--- src/rtl/fifo_pkg.sv ---
// Shared constants and helpers for the FIFO controller slice: default sizing,
// pointer/count width and the RAM read latency that sets the valid pipeline depth.
package fifo_pkg;

   function automatic int clog2(input int value);
      int res;
      res = 0;
      while ((1 << res) < value) res++;
      return res;
   endfunction

   // Pointers and occupancy carry one extra bit beyond the RAM address.
   function automatic int ptr_w(input int addr);
      return addr + 1;
   endfunction

   localparam int DEPTH_DEF  = 8192;
   localparam int ADDR_DEF   = clog2(DEPTH_DEF);
   localparam int PTR_W_DEF  = ptr_w(ADDR_DEF);
   localparam int RAM_RD_LAT = 2;

endpackage

--- src/rtl/fifo_ptr.sv ---
// Wrapping FIFO pointer: W-bit register (MSB is the wrap bit) with increment
// enable and synchronous active-high reset; only the RAM address bits leave.
module fifo_ptr
   import fifo_pkg::*;
#(
   parameter int W = PTR_W_DEF
) (
   input  logic         clk,
   input  logic         reset,
   input  logic         inc,
   output logic [W-2:0] addr
);

   logic [W-1:0] ptr_q;

   always_ff @(posedge clk) begin
      if (reset)
         ptr_q <= '0;
      else if (inc)
         ptr_q <= ptr_q + W'(1);
   end

   assign addr = ptr_q[W-2:0];

endmodule

--- src/rtl/fifo_ctrl.sv ---
// Single-clock FIFO controller driving a simple-dual-port RAM with 2-cycle read
// latency. Optional almost_full/almost_empty comparators: `FIFO_ALMOST_FLAGS_EN.
module fifo_ctrl
   import fifo_pkg::*;
#(
   parameter int ADDR      = ADDR_DEF,
   parameter int DEPTH     = DEPTH_DEF,
   parameter int AF_THRESH = DEPTH - 4,
   parameter int AE_THRESH = 4
) (
   input  logic            clk,
   input  logic            reset,
   input  logic            wr_en,
   input  logic            rd_en,
   output logic            ram_wr_en,
   output logic [ADDR-1:0] ram_wr_addr,
   output logic            ram_rd_en,
   output logic [ADDR-1:0] ram_rd_addr,
   output logic            rd_valid,
   output logic            full,
   output logic            empty,
   output logic            almost_full,
   output logic            almost_empty,
   output logic [ADDR:0]   count,
   output logic            overflow,
   output logic            underflow
);

   localparam int CNT_W = ptr_w(ADDR);
   localparam logic [CNT_W-1:0] DEPTH_C = CNT_W'(DEPTH);

   logic                  wr_acc;
   logic                  rd_acc;
   logic [CNT_W-1:0]      count_nxt;
   logic [RAM_RD_LAT-1:0] vld_p;

   // Acceptance looks only at registered flags, so wr_en and rd_en never cross.
   assign wr_acc    = wr_en & ~full  & ~reset;
   assign rd_acc    = rd_en & ~empty & ~reset;
   assign ram_wr_en = wr_acc;
   assign ram_rd_en = rd_acc;

   fifo_ptr #(.W(CNT_W)) u_wr_ptr (
      .clk   (clk),
      .reset (reset),
      .inc   (wr_acc),
      .addr  (ram_wr_addr)
   );

   fifo_ptr #(.W(CNT_W)) u_rd_ptr (
      .clk   (clk),
      .reset (reset),
      .inc   (rd_acc),
      .addr  (ram_rd_addr)
   );

   always_comb begin
      count_nxt = count;
      if (wr_acc && !rd_acc)
         count_nxt = count + CNT_W'(1);
      else if (rd_acc && !wr_acc)
         count_nxt = count - CNT_W'(1);
   end

   // Stage boundary: occupancy, flags, reject pulses and the read-valid shift.
   always_ff @(posedge clk) begin
      if (reset) begin
         count     <= '0;
         full      <= 1'b0;
         empty     <= 1'b1;
         overflow  <= 1'b0;
         underflow <= 1'b0;
         vld_p     <= '0;
      end else begin
         count     <= count_nxt;
         full      <= (count_nxt == DEPTH_C);
         empty     <= (count_nxt == '0);
         overflow  <= wr_en & full;
         underflow <= rd_en & empty;
         vld_p     <= {vld_p[RAM_RD_LAT-2:0], rd_acc};
      end
   end

   assign rd_valid = vld_p[RAM_RD_LAT-1];

`ifdef FIFO_ALMOST_FLAGS_EN
   localparam logic [CNT_W-1:0] AF_C = CNT_W'(AF_THRESH);
   localparam logic [CNT_W-1:0] AE_C = CNT_W'(AE_THRESH);

   always_ff @(posedge clk) begin
      if (reset) begin
         almost_full  <= 1'b0;
         almost_empty <= 1'b1;
      end else begin
         almost_full  <= (count_nxt >= AF_C);
         almost_empty <= (count_nxt <= AE_C);
      end
   end
`else
   assign almost_full  = 1'b0;
   assign almost_empty = 1'b0;
`endif

endmodule

--- config.mk ---
export PLATFORM = sky130hd
export DESIGN_NAME = fifo_ctrl
export DESIGN_NICKNAME = d
export VERILOG_FILES = /design/src/rtl/fifo_pkg.sv /design/src/rtl/fifo_ptr.sv /design/src/rtl/fifo_ctrl.sv
export SDC_FILE = /design/constraint.sdc
export NUM_CORES = 1
export LEC_CHECK = 0
export ABC_AREA = 1
export CELL_PAD_IN_SITES_DETAIL_PLACEMENT = 0
export CELL_PAD_IN_SITES_GLOBAL_PLACEMENT = 1
export CORE_ASPECT_RATIO = 0.9
export CORE_MARGIN = 4
export CORE_UTILIZATION = 35
export DETAILED_ROUTE_END_ITERATION = 10
export PLACE_DENSITY_LB_ADDON = 0.1
export SYNTH_ARGS = -nofsm -noshare
export SYNTH_HDL_FRONTEND = slang
export SYNTH_SLANG_ARGS = --single-unit
--- constraint.sdc ---
create_clock -name clk -period 4.5 [get_ports clk]
set_clock_uncertainty 0.05 [all_clocks]
set_input_delay 1.125 -clock clk [delete_from_list [all_inputs] [get_ports clk]]
set_output_delay 1.125 -clock clk [all_outputs]
set_load 0.05 [all_outputs]
==> run summary <==
outcome = finished, final reports clean
Place WS = 1.026 ns
Cells after Synth = 372
max_slew headroom = 65.34%
fmax = 0.2902 GHz
placed cells = 507
Ports = 53
Tmin final = 3.446 ns
layout cells sized above 1 = 9.479%
Post-Synth Simple-Gate Area = 37.54%
final instance area = 3251 um2
GRT overflow = 0
largest family of logic cells by synthesized area = simple AND/OR/NAND/NOR gates
final hold viol count = 0
post-synthesis mux area share = 0%
Seq cells post-synth = 46
H-tree depth = 2
Area after DPL = 3141 um2
n_diodes = 0
DRC Markers = 0
Tcrit/Tclk final = 76.57%
fin cells = 515
Top delay family on crit path = buffers and inverters
Starting Density = 36.18%
CP max stage delay = 0.45 ns
Post-Syn Area = 2560 um2
Slew @ Worst Pin = 0.5183 ns
largest cells by area after synthesis = dfxtp_1 36%, nand2_1 12%, inv_1 7.8%
sequential-to-total area share from yosys stat = 35.97%
average wire per standard cell = 11.90 um
area leader, netlist = dfxtp_1
Post-synth EDFFs = 0
clock latency on the worst-skew pair = 0.30 ns
vias in the first global route = 2160
routed via count = 2358
crit path launch type = primary input
asr flop ratio synth = 0%
first-pass GRT wire length = 10200 um
post-route antenna net violation count = 0
dpl hpwl = 4572 um
Syn. warnings = 0
global-route usage over all layers = 14.35%
Pleak = 1.395 nW
RSZ-0062 raised after global routing = false
CTS tree = yes
synth cell count leaders = 84 x nand2_1, 53 x inv_1, 46 x dfxtp_1
Power Density = 320.5 nW/um2
CTS root buf = clkbuf_8
clk buf depth = 2
WHS = 0.3582 ns
IO Port Bufs = 50
clk sink count = 46
antenna violations before repair = 0
Layout Utilization = 45.94%
DRT iter0 DRCs = 67
post-synthesis adder-cell area fraction = 1.955%
total CTS buffers = 5
post-cts sizing count = 0
Cell variety after synth = 36
final net count = 429
Total Power = 1.042 mW
CTS clk-pin slew, worst paths = 0.09 ns
min-delay worst type = flop to flop
Layout area overhead = 26.98%
die span in y = 89.14 um
Synth Area in Compound Gates = 9.629%
Max IR drop VDD = 0.1845 mV
maxcap violations = 0
mean area per synthesized cell = 6.882 um2
core region area = 7076 um2
TritonRoute pass-1 iters = 4
max-slew violation count = 0
largest net degree at the start of global routing = 30
Worst EP required = 3.32 ns
worst-path fanout max = 18
vias per cell = 4.579
Rows = 29
Worst setup EP type = output port
Primary FF master, synth = dfxtp_1
drt total wl = 6126 um
critical path class = primary input to output port
GPL Wtd Cong = 0.7982
WP data arrival = 2.27 ns
Synth top area share = 35.97%
CP max stage cell = clkdlybuf4s50_1
Final setup viols = 0
fin worst setup slack = 1.054 ns
width of the die = 98.15 um
die area = 8749 um2
count leader, synth = nand2_1
CP cell instances = clkdlybuf4s50_1 -> inv_4 -> nand3_4 -> inv_1 -> buf_12
Synth Area in XOR/XNOR = 3.372%
fillers = 745
Worst Path Buf+Inv = 4
TNS Setup = 0 ns
Hold-fix buffers, CTS = 0
Post CTS Setup Buffer Count = 0
-- routing by layer --
layer / routed length, um / GRT usage [%]
met1: 3172 / 20.17
met2: 2583 / 22.37
met3: 293 / 3.120
met4: 77 / 4.094
met5: 0 / 0
-- final timing paths --
| path | start | endpoint | slack (ns) | depth (start not counted) |
|---|---|---|---|---|
| hold / removal | vld_p[0]$_SDFF_PP0_ | vld_p[1]$_SDFF_PP0_ | 0.36 | 2 |
| hold reg to reg | vld_p[0]$_SDFF_PP0_ | vld_p[1]$_SDFF_PP0_ | 0.36 | 2 |
| setup reg to reg | count[0]$_SDFF_PP0_ | full$_SDFF_PP0_ | 2.50 | 13 |
| setup / recovery | reset | ram_rd_en | 1.05 | 5 |
-- state kept, by name (all words and copies together) (netlist names) --
name,cells
empty,1
u_rd_ptr.ptr_q,13
vld_p,2
count,14
underflow,1
overflow,1
u_wr_ptr.ptr_q,13
full,1
-- cells in the final DEF, fill, tap and decap left out, types with 2 or more instances in the layout --
cell type	n
nand2_1	84
inv_1	53
clkdlybuf4s50_1	48
dfxtp_1	46
nor2_1	41
nand3_1	27
a21oi_1	22
o21ai_0	17
nor3_1	10
xor2_1	7
nand4_1	7
inv_2	5
nand2_2	5
nor2_2	5
clkbuf_8	5
nor3b_1	4
ha_1	4
nand3_4	2
nand3_2	2
nor2_8	2
o21ai_2	2
or2_2	2
nand3b_1	2
a211oi_1	2
conb_1	2
buf_12	2
-- worst min-delay path: cells and delay by family (launching register included) --
kind,cells,cell delay (ns)
and+or+nand+nor,1,0.03
buffers and inverters,1,0.04
DFF,1,0.30
-- logic make-up (layout without fill, tap and decap cells) --
family	Yosys count	in the layout
compound gates	46	46
xor+xnor	9	9
fa+ha+maj	4	4
buf+inv	69	118
flops	46	46
other cells	1	2
simple gates	197	197
-- where the power goes --
part / leakage [nW] / switching [mW] / total, mW / internal, mW
sequential: 0.373 / 0.0224 / 0.448 / 0.426
combinational: 0.971 / 0.190 / 0.281 / 0.0908
clock: 0.0514 / 0.147 / 0.313 / 0.166
-- layout make-up --
type / instances / area (um2) / share of cell area [%]
Multi-Input combinational cell: 258 / 1351 / 41.57
Sequential cell: 46 / 920.9 / 28.33
Timing Repair Buffer: 51 / 528.0 / 16.24
Inverter: 59 / 224.0 / 6.890
Tap cell: 93 / 116.4 / 3.580
Clock buffer: 6 / 72.57 / 2.232
Clock inverter: 2 / 37.54 / 1.155
Power figures use the tool's default switching activity.
